--- config.mk ---
export PLATFORM = sky130hd
export DESIGN_NAME = input_conditioner
export DESIGN_NICKNAME = d
export VERILOG_FILES = /design/src/rtl/input_conditioner_pkg.sv /design/src/rtl/input_conditioner_ch.sv /design/src/rtl/input_conditioner.sv
export SDC_FILE = /design/constraint.sdc
export NUM_CORES = 1
export LEC_CHECK = 0
export BUFFER_PORTS_ARGS = -buffer_cell sky130_fd_sc_hd__buf_4
export CAP_MARGIN = 20
export CORE_ASPECT_RATIO = 1.25
export CORE_UTILIZATION = 40
export DETAILED_ROUTE_END_ITERATION = 10
export HOLD_SLACK_MARGIN = 0.06
export SLEW_MARGIN = 20
export SYNTH_ARGS = -nofsm -noshare
export SYNTH_HDL_FRONTEND = slang
export SYNTH_SLANG_ARGS = --single-unit
--- constraint.sdc ---
create_clock -name clk -period 2.18 [get_ports clk]
set_input_delay 0.218 -clock clk [delete_from_list [all_inputs] [get_ports clk]]
set_output_delay 0.218 -clock clk [all_outputs]
set_load 0.03 [all_outputs]
--- src/rtl/input_conditioner_pkg.sv ---
// Shared types and width helpers for the input conditioner.
// Debounce states and counter sizing used by the top and the per-channel slice.
package input_conditioner_pkg;

    typedef enum logic [1:0] {
        ST_LO  = 2'd0,
        CHK_HI = 2'd1,
        ST_HI  = 2'd2,
        CHK_LO = 2'd3
    } db_state_t;

    // Prescaler counts 0..div-1; a one-bit counter is kept even when div is 1.
    function automatic int pre_width(input int div);
        return (div <= 2) ? 1 : $clog2(div);
    endfunction

    function automatic int cnt_width(input int stable);
        return (stable < 1) ? 1 : $clog2(stable + 1);
    endfunction

endpackage

--- src/rtl/input_conditioner_ch.sv ---
// One input channel: synchroniser, tick-driven debounce FSM, and the
// rise/fall pulse, toggle and sticky-event registers derived from it.
module input_conditioner_ch
    import input_conditioner_pkg::*;
#(
    parameter int SYNC_STAGES  = 2,
    parameter int STABLE_TICKS = 4
) (
    input  logic clk,
    input  logic rst,
    input  logic tick_i,
    input  logic in_i,
    input  logic clr_i,
    output logic level_o,
    output logic rise_o,
    output logic fall_o,
    output logic toggle_o,
    output logic evt_o
);

    localparam int CNT_W = cnt_width(STABLE_TICKS);

    logic [SYNC_STAGES-1:0] sync_q;
    logic                   s;
    db_state_t              state_q, state_d;
    logic [CNT_W-1:0]       cnt_q, cnt_d, cnt_inc;
    logic                   cnt_done;
    logic                   rise_q, rise_d, fall_q, fall_d;
    logic                   toggle_q, toggle_d, evt_q, evt_d;

    assign s        = sync_q[SYNC_STAGES-1];
    assign cnt_inc  = cnt_q + CNT_W'(1);
    assign cnt_done = (cnt_inc == CNT_W'(STABLE_TICKS));

    always_comb begin
        state_d = state_q;
        cnt_d   = cnt_q;
        rise_d  = 1'b0;
        fall_d  = 1'b0;
        if (tick_i) begin
            case (state_q)
                ST_LO: begin
                    if (s) begin
                        if (STABLE_TICKS == 1) begin
                            state_d = ST_HI;
                            rise_d  = 1'b1;
                        end else begin
                            state_d = CHK_HI;
                            cnt_d   = CNT_W'(1);
                        end
                    end
                end
                CHK_HI: begin
                    if (!s) begin
                        state_d = ST_LO;
                        cnt_d   = '0;
                    end else if (cnt_done) begin
                        state_d = ST_HI;
                        cnt_d   = '0;
                        rise_d  = 1'b1;
                    end else begin
                        cnt_d = cnt_inc;
                    end
                end
                ST_HI: begin
                    if (!s) begin
                        if (STABLE_TICKS == 1) begin
                            state_d = ST_LO;
                            fall_d  = 1'b1;
                        end else begin
                            state_d = CHK_LO;
                            cnt_d   = CNT_W'(1);
                        end
                    end
                end
                CHK_LO: begin
                    if (s) begin
                        state_d = ST_HI;
                        cnt_d   = '0;
                    end else if (cnt_done) begin
                        state_d = ST_LO;
                        cnt_d   = '0;
                        fall_d  = 1'b1;
                    end else begin
                        cnt_d = cnt_inc;
                    end
                end
                default: begin
                    state_d = ST_LO;
                    cnt_d   = '0;
                end
            endcase
        end
        toggle_d = toggle_q ^ rise_d;
        // A rise already on the output beats a concurrent clear.
        evt_d    = rise_q | (evt_q & ~clr_i);
    end

    always_ff @(posedge clk or negedge rst) begin
        if (!rst) begin
            sync_q   <= '0;
            state_q  <= ST_LO;
            cnt_q    <= '0;
            rise_q   <= 1'b0;
            fall_q   <= 1'b0;
            toggle_q <= 1'b0;
            evt_q    <= 1'b0;
        end else begin
            sync_q   <= {sync_q[SYNC_STAGES-2:0], in_i};
            state_q  <= state_d;
            cnt_q    <= cnt_d;
            rise_q   <= rise_d;
            fall_q   <= fall_d;
            toggle_q <= toggle_d;
            evt_q    <= evt_d;
        end
    end

    assign level_o  = (state_q == ST_HI) || (state_q == CHK_LO);
    assign rise_o   = rise_q;
    assign fall_o   = fall_q;
    assign toggle_o = toggle_q;
    assign evt_o    = evt_q;

endmodule

--- src/rtl/input_conditioner.sv ---
// N-channel push-button/switch front end: one shared sample-tick prescaler
// feeding an independent conditioning slice per input pin.
module input_conditioner
    import input_conditioner_pkg::*;
#(
    parameter int N_CH         = 4,
    parameter int SYNC_STAGES  = 2,
    parameter int TICK_DIV     = 100000,
    parameter int STABLE_TICKS = 4
) (
    input  logic            clk,
    input  logic            rst,
    input  logic [N_CH-1:0] in_i,
    input  logic [N_CH-1:0] clr_i,
    output logic [N_CH-1:0] level_o,
    output logic [N_CH-1:0] rise_o,
    output logic [N_CH-1:0] fall_o,
    output logic [N_CH-1:0] toggle_o,
    output logic [N_CH-1:0] evt_o,
    output logic            tick_o
);

    localparam int               PRE_W    = pre_width(TICK_DIV);
    localparam logic [PRE_W-1:0] PRE_LAST = PRE_W'(TICK_DIV - 1);

    logic [PRE_W-1:0] pre_q, pre_d;
    logic             tick;

    assign tick = (pre_q == PRE_LAST);

    always_comb begin
        pre_d = tick ? '0 : pre_q + PRE_W'(1);
    end

    always_ff @(posedge clk or negedge rst) begin
        if (!rst) begin
            pre_q <= '0;
        end else begin
            pre_q <= pre_d;
        end
    end

    // With TICK_DIV=1 the compare is always true, so mask it while in reset.
    assign tick_o = tick & rst;

    for (genvar gi = 0; gi < N_CH; gi++) begin : g_ch
        input_conditioner_ch #(
            .SYNC_STAGES (SYNC_STAGES),
            .STABLE_TICKS(STABLE_TICKS)
        ) u_ch (
            .clk     (clk),
            .rst     (rst),
            .tick_i  (tick),
            .in_i    (in_i[gi]),
            .clr_i   (clr_i[gi]),
            .level_o (level_o[gi]),
            .rise_o  (rise_o[gi]),
            .fall_o  (fall_o[gi]),
            .toggle_o(toggle_o[gi]),
            .evt_o   (evt_o[gi])
        );
    end

endmodule

==> key figures <==
Pwr
  • Worst VDD drop: 0.3344 mV
  • Pwr dens: 708.8 nW/µm²
  • Pleak: 1.672 nW
  • Tot Pwr: 2.381 mW

Global route
  • First-pass GRT wire length: 7.997 mm
  • Total track usage: 14.10%
  • Vias in the first global route: 1792
  • Initial antenna violation count: 0
  • Grt total ovfl: 0
  • Pin count of the biggest net entering global routing: 35

Timing
  • Final max-slew violation count: 0
  • Worst slew pin tran: 430.3 ps
  • Total Neg Setup Slack: 0 ps
  • Fraction of the cycle the final worst path needs: 93.37%
  • Period minus WS final: 2036 ps
  • Slew HR: 71.22%
  • Final Hold Fails: 0
  • RSZ-0062 raised after global routing: false
  • Setup ws final: 144.5 ps
  • Fmax: 491.3 MHz
  • Final setup violation count: 0
  • Clock Skew: 9.866 ps

Clocking
  • Clk Latency, worst-skew pair: 330 ps
  • Root buffer selected by CTS: clkbuf_8
  • CTS Buf Count: 9
  • Clk buf depth: 2
  • H-Tree Level Count: 3
  • Clock transition at the registers of the reported paths: 70 ps
  • Clock sink count: 61
  • CTS tree: done

Setup path
  • Crit. End Element: output port
  • Slowest-stage cell, CP: dfrtp_1
  • CP cell instances: ha_2 > and4_1 > and4_4 > buf_12 > and2_1 > buf_4
  • CP startpoint kind: flop
  • Crit Path Max Fanout: 15
  • Flop-to-flop setup slack: 330 ps
  • Worst EP required: 1960 ps
  • CP Launch Point: pre_q[0]$_DFF_PN0_
  • Reg-to-Reg Start: pre_q[0]$_DFF_PN0_
  • CP Class: flop to output port
  • Worst Path Arrival: 1820 ps
  • Largest stage delay on the critical path: 380 ps

Run status
  • Status: finished, final reports clean

Placed design
  • # port buffers: 30
  • Pre-CTS setup slack: 382.8 ps
  • GP Congestion: 0.8174
  • Dpl hpwl: 3.039 mm

Logic synthesis
  • Largest area contributor in the netlist: dfrtp_1
  • Syn avg cell area: 11.32 µm²
  • Leading post-synthesis cells by cell area: dfrtp_1 (54%), buf_4 (5.8%), ha_1 (4.4%)
  • Synth Flop Type: dfrtp_1
  • FFs w/ async S/R, synth: 100.0%
  • Mapped cell area: 2851 µm²
  • Sequential share of the synthesized area: 53.53%
  • Syn Nets: 272
  • Post-synth cell types: 42
  • Synthesized instance count: 252
  • Post-synthesis sequential element count: 61
  • YS warnings: 0
  • Area share of the largest cell type after synthesis: 53.53%
  • EDFF count, synth: 0

Floorplanning
  • Rows: 34
  • Die area: 7473 µm²
  • IO Count: 31
  • Starting Density: 41.12%
  • CORE AREA: 6934 µm²
  • Die Wd: 77.52 µm
  • Die H: 96.40 µm

Final layout
  • Fin nets: 297
  • Commonest non-fill, non-tap cells in the layout: dfrtp_1 (61), buf_4 (37), nand2_1 (24)
  • Synth-to-layout area growth: 17.81%
  • Layout cells sized above 1: 24.11%
  • Reg area: 1526 µm²
  • ANT cells: 0
  • Commonest non-fill, non-tap cell in the layout: dfrtp_1
  • Post-layout util: 48.45%
  • Fill count: 632
  • Multi-input gate area: 1091 µm²

Route
  • Met2 wire length: 2.083 mm
  • Final ANT Viol Nets: 0
  • DR vias/cell: 4.823
  • Initial drt markers: 59
  • Vias: 1794
  • Met1 wire length: 2.177 mm
  • Drt drc: 0
  • Top Layer Used: met4
  • WL final: 4.492 mm
  • TritonRoute pass-1 iters: 4
  • Met3 Wirelength: 171 µm
  • Drt wl/cell: 12.08 µm

Run
  • Max Cap Viol: 0

Hold path
  • Hold Crit Class: input pin to flop
  • Start point of the worst hold path: clr_i[2]
registers in the layout, summed over array words and instances (netlist names), named ones only:
name and cells:
g_ch.u_ch.toggle_o 4, g_ch.u_ch.fall_o 4, pre_q 17, g_ch.u_ch.cnt_q 12
g_ch.u_ch.rise_o 4, g_ch.u_ch.state_q 4, g_ch.u_ch.sync_q 8, g_ch.u_ch.evt_o 4
logic make-up (layout without fill, tap and decap cells):
group	Yosys count	in the layout	synth area share, %
AND/OR/NAND/NOR	87	87	17.90
flip-flops	61	61	53.53
buffers and inverters	39	69	8.600
AO/OA/AOI/OAI	29	29	7.152
XOR/XNOR	22	22	6.758
adder cells (fa/ha/maj)	10	10	4.388
multiplexers	4	4	1.667
timing repair:
action	in CTS	in global routing
hold endpoints to repair	31	0
buffers inserted	0	1
hold buffers	5	0
endpoints found under the setup margin	0	1
resized for setup	0	2
final cells by class:
class / instances / share of cell area [%]
flip-flops and latches: 61 / 45.44
multi-input cells: 152 / 32.48
repair buffers: 43 / 10.35
clock buffers: 13 / 5.326
well taps: 90 / 3.352
clock inverters: 3 / 1.937
inverters: 10 / 1.117
stage by stage:
| stage | instances | hold slack [ps] | cell area (µm²) |
|---|---|---|---|
| after floorplan | 252 | -77.59 | 2851 |
| after global placement | 350 | 157.6 | 3047 |
| after detailed placement | 350 | 162.4 | 3047 |
| after CTS | 371 | 141.9 | 3341 |
| after global routing | 372 | 146.3 | 3359 |
| final | 372 | 157.9 | 3359 |
path summary, 6_finish.rpt:
| path | to | cells past startpoint |
|---|---|---|
| worst min register to register | g_ch[0].u_ch.sync_q[1]$_DFF_PN0_ | 0 |
| worst min-delay path | g_ch[2].u_ch.evt_o$_DFF_PN0_ | 3 |
| worst max-delay path | tick_o | 6 |
| worst max register to register | flop | 7 |
| max in group asynchronous | pre_q[10]$_DFF_PN0_ | 3 |
| min in group asynchronous | g_ch[0].u_ch.cnt_q[0]$_DFFE_PN0P_ | 2 |
cell usage after synthesis, types with 3 or more instances:
master     instances
dfrtp_1           61
nand2_1           24
buf_4             22
xnor2_1           13
ha_1              10
inv_1             10
nand3_1           10
nor2_1             9
xor2_1             9
a21oi_1            7
nand2b_1           6
nand4_1            5
nor3_1             5
nor4_1             5
a21o_1             4
a31oi_1            4
clkbuf_1           4
a211o_1            3
and3_1             3
nand3b_1           3
nand4b_1           3
nor3b_1            3
o21ai_2            3
o2bb2ai_1          3
layer usage:
| layer | GRT usage (%) | up-vias |
|---|---|---|
| met5 | 0 | - |
| li1 | - | 898 |
| met1 | 17.77 | 855 |
| met2 | 21.53 | 33 |
| met3 | 4.038 | 8 |
| met4 | 8.648 | 0 |
power breakdown:
group          switching [mW]  internal (mW)
combinational          0.0312         0.0194
clock                   0.419          0.767
sequential            0.00499           1.14
critical path, delay by kind of cell (launching register included):
family	cells	cell delay, ps
buf+inv	2	290
simple gates	3	580
flops	1	380
fa+ha+maj	1	220
Note: power is estimated with default switching activity, not from simulation.
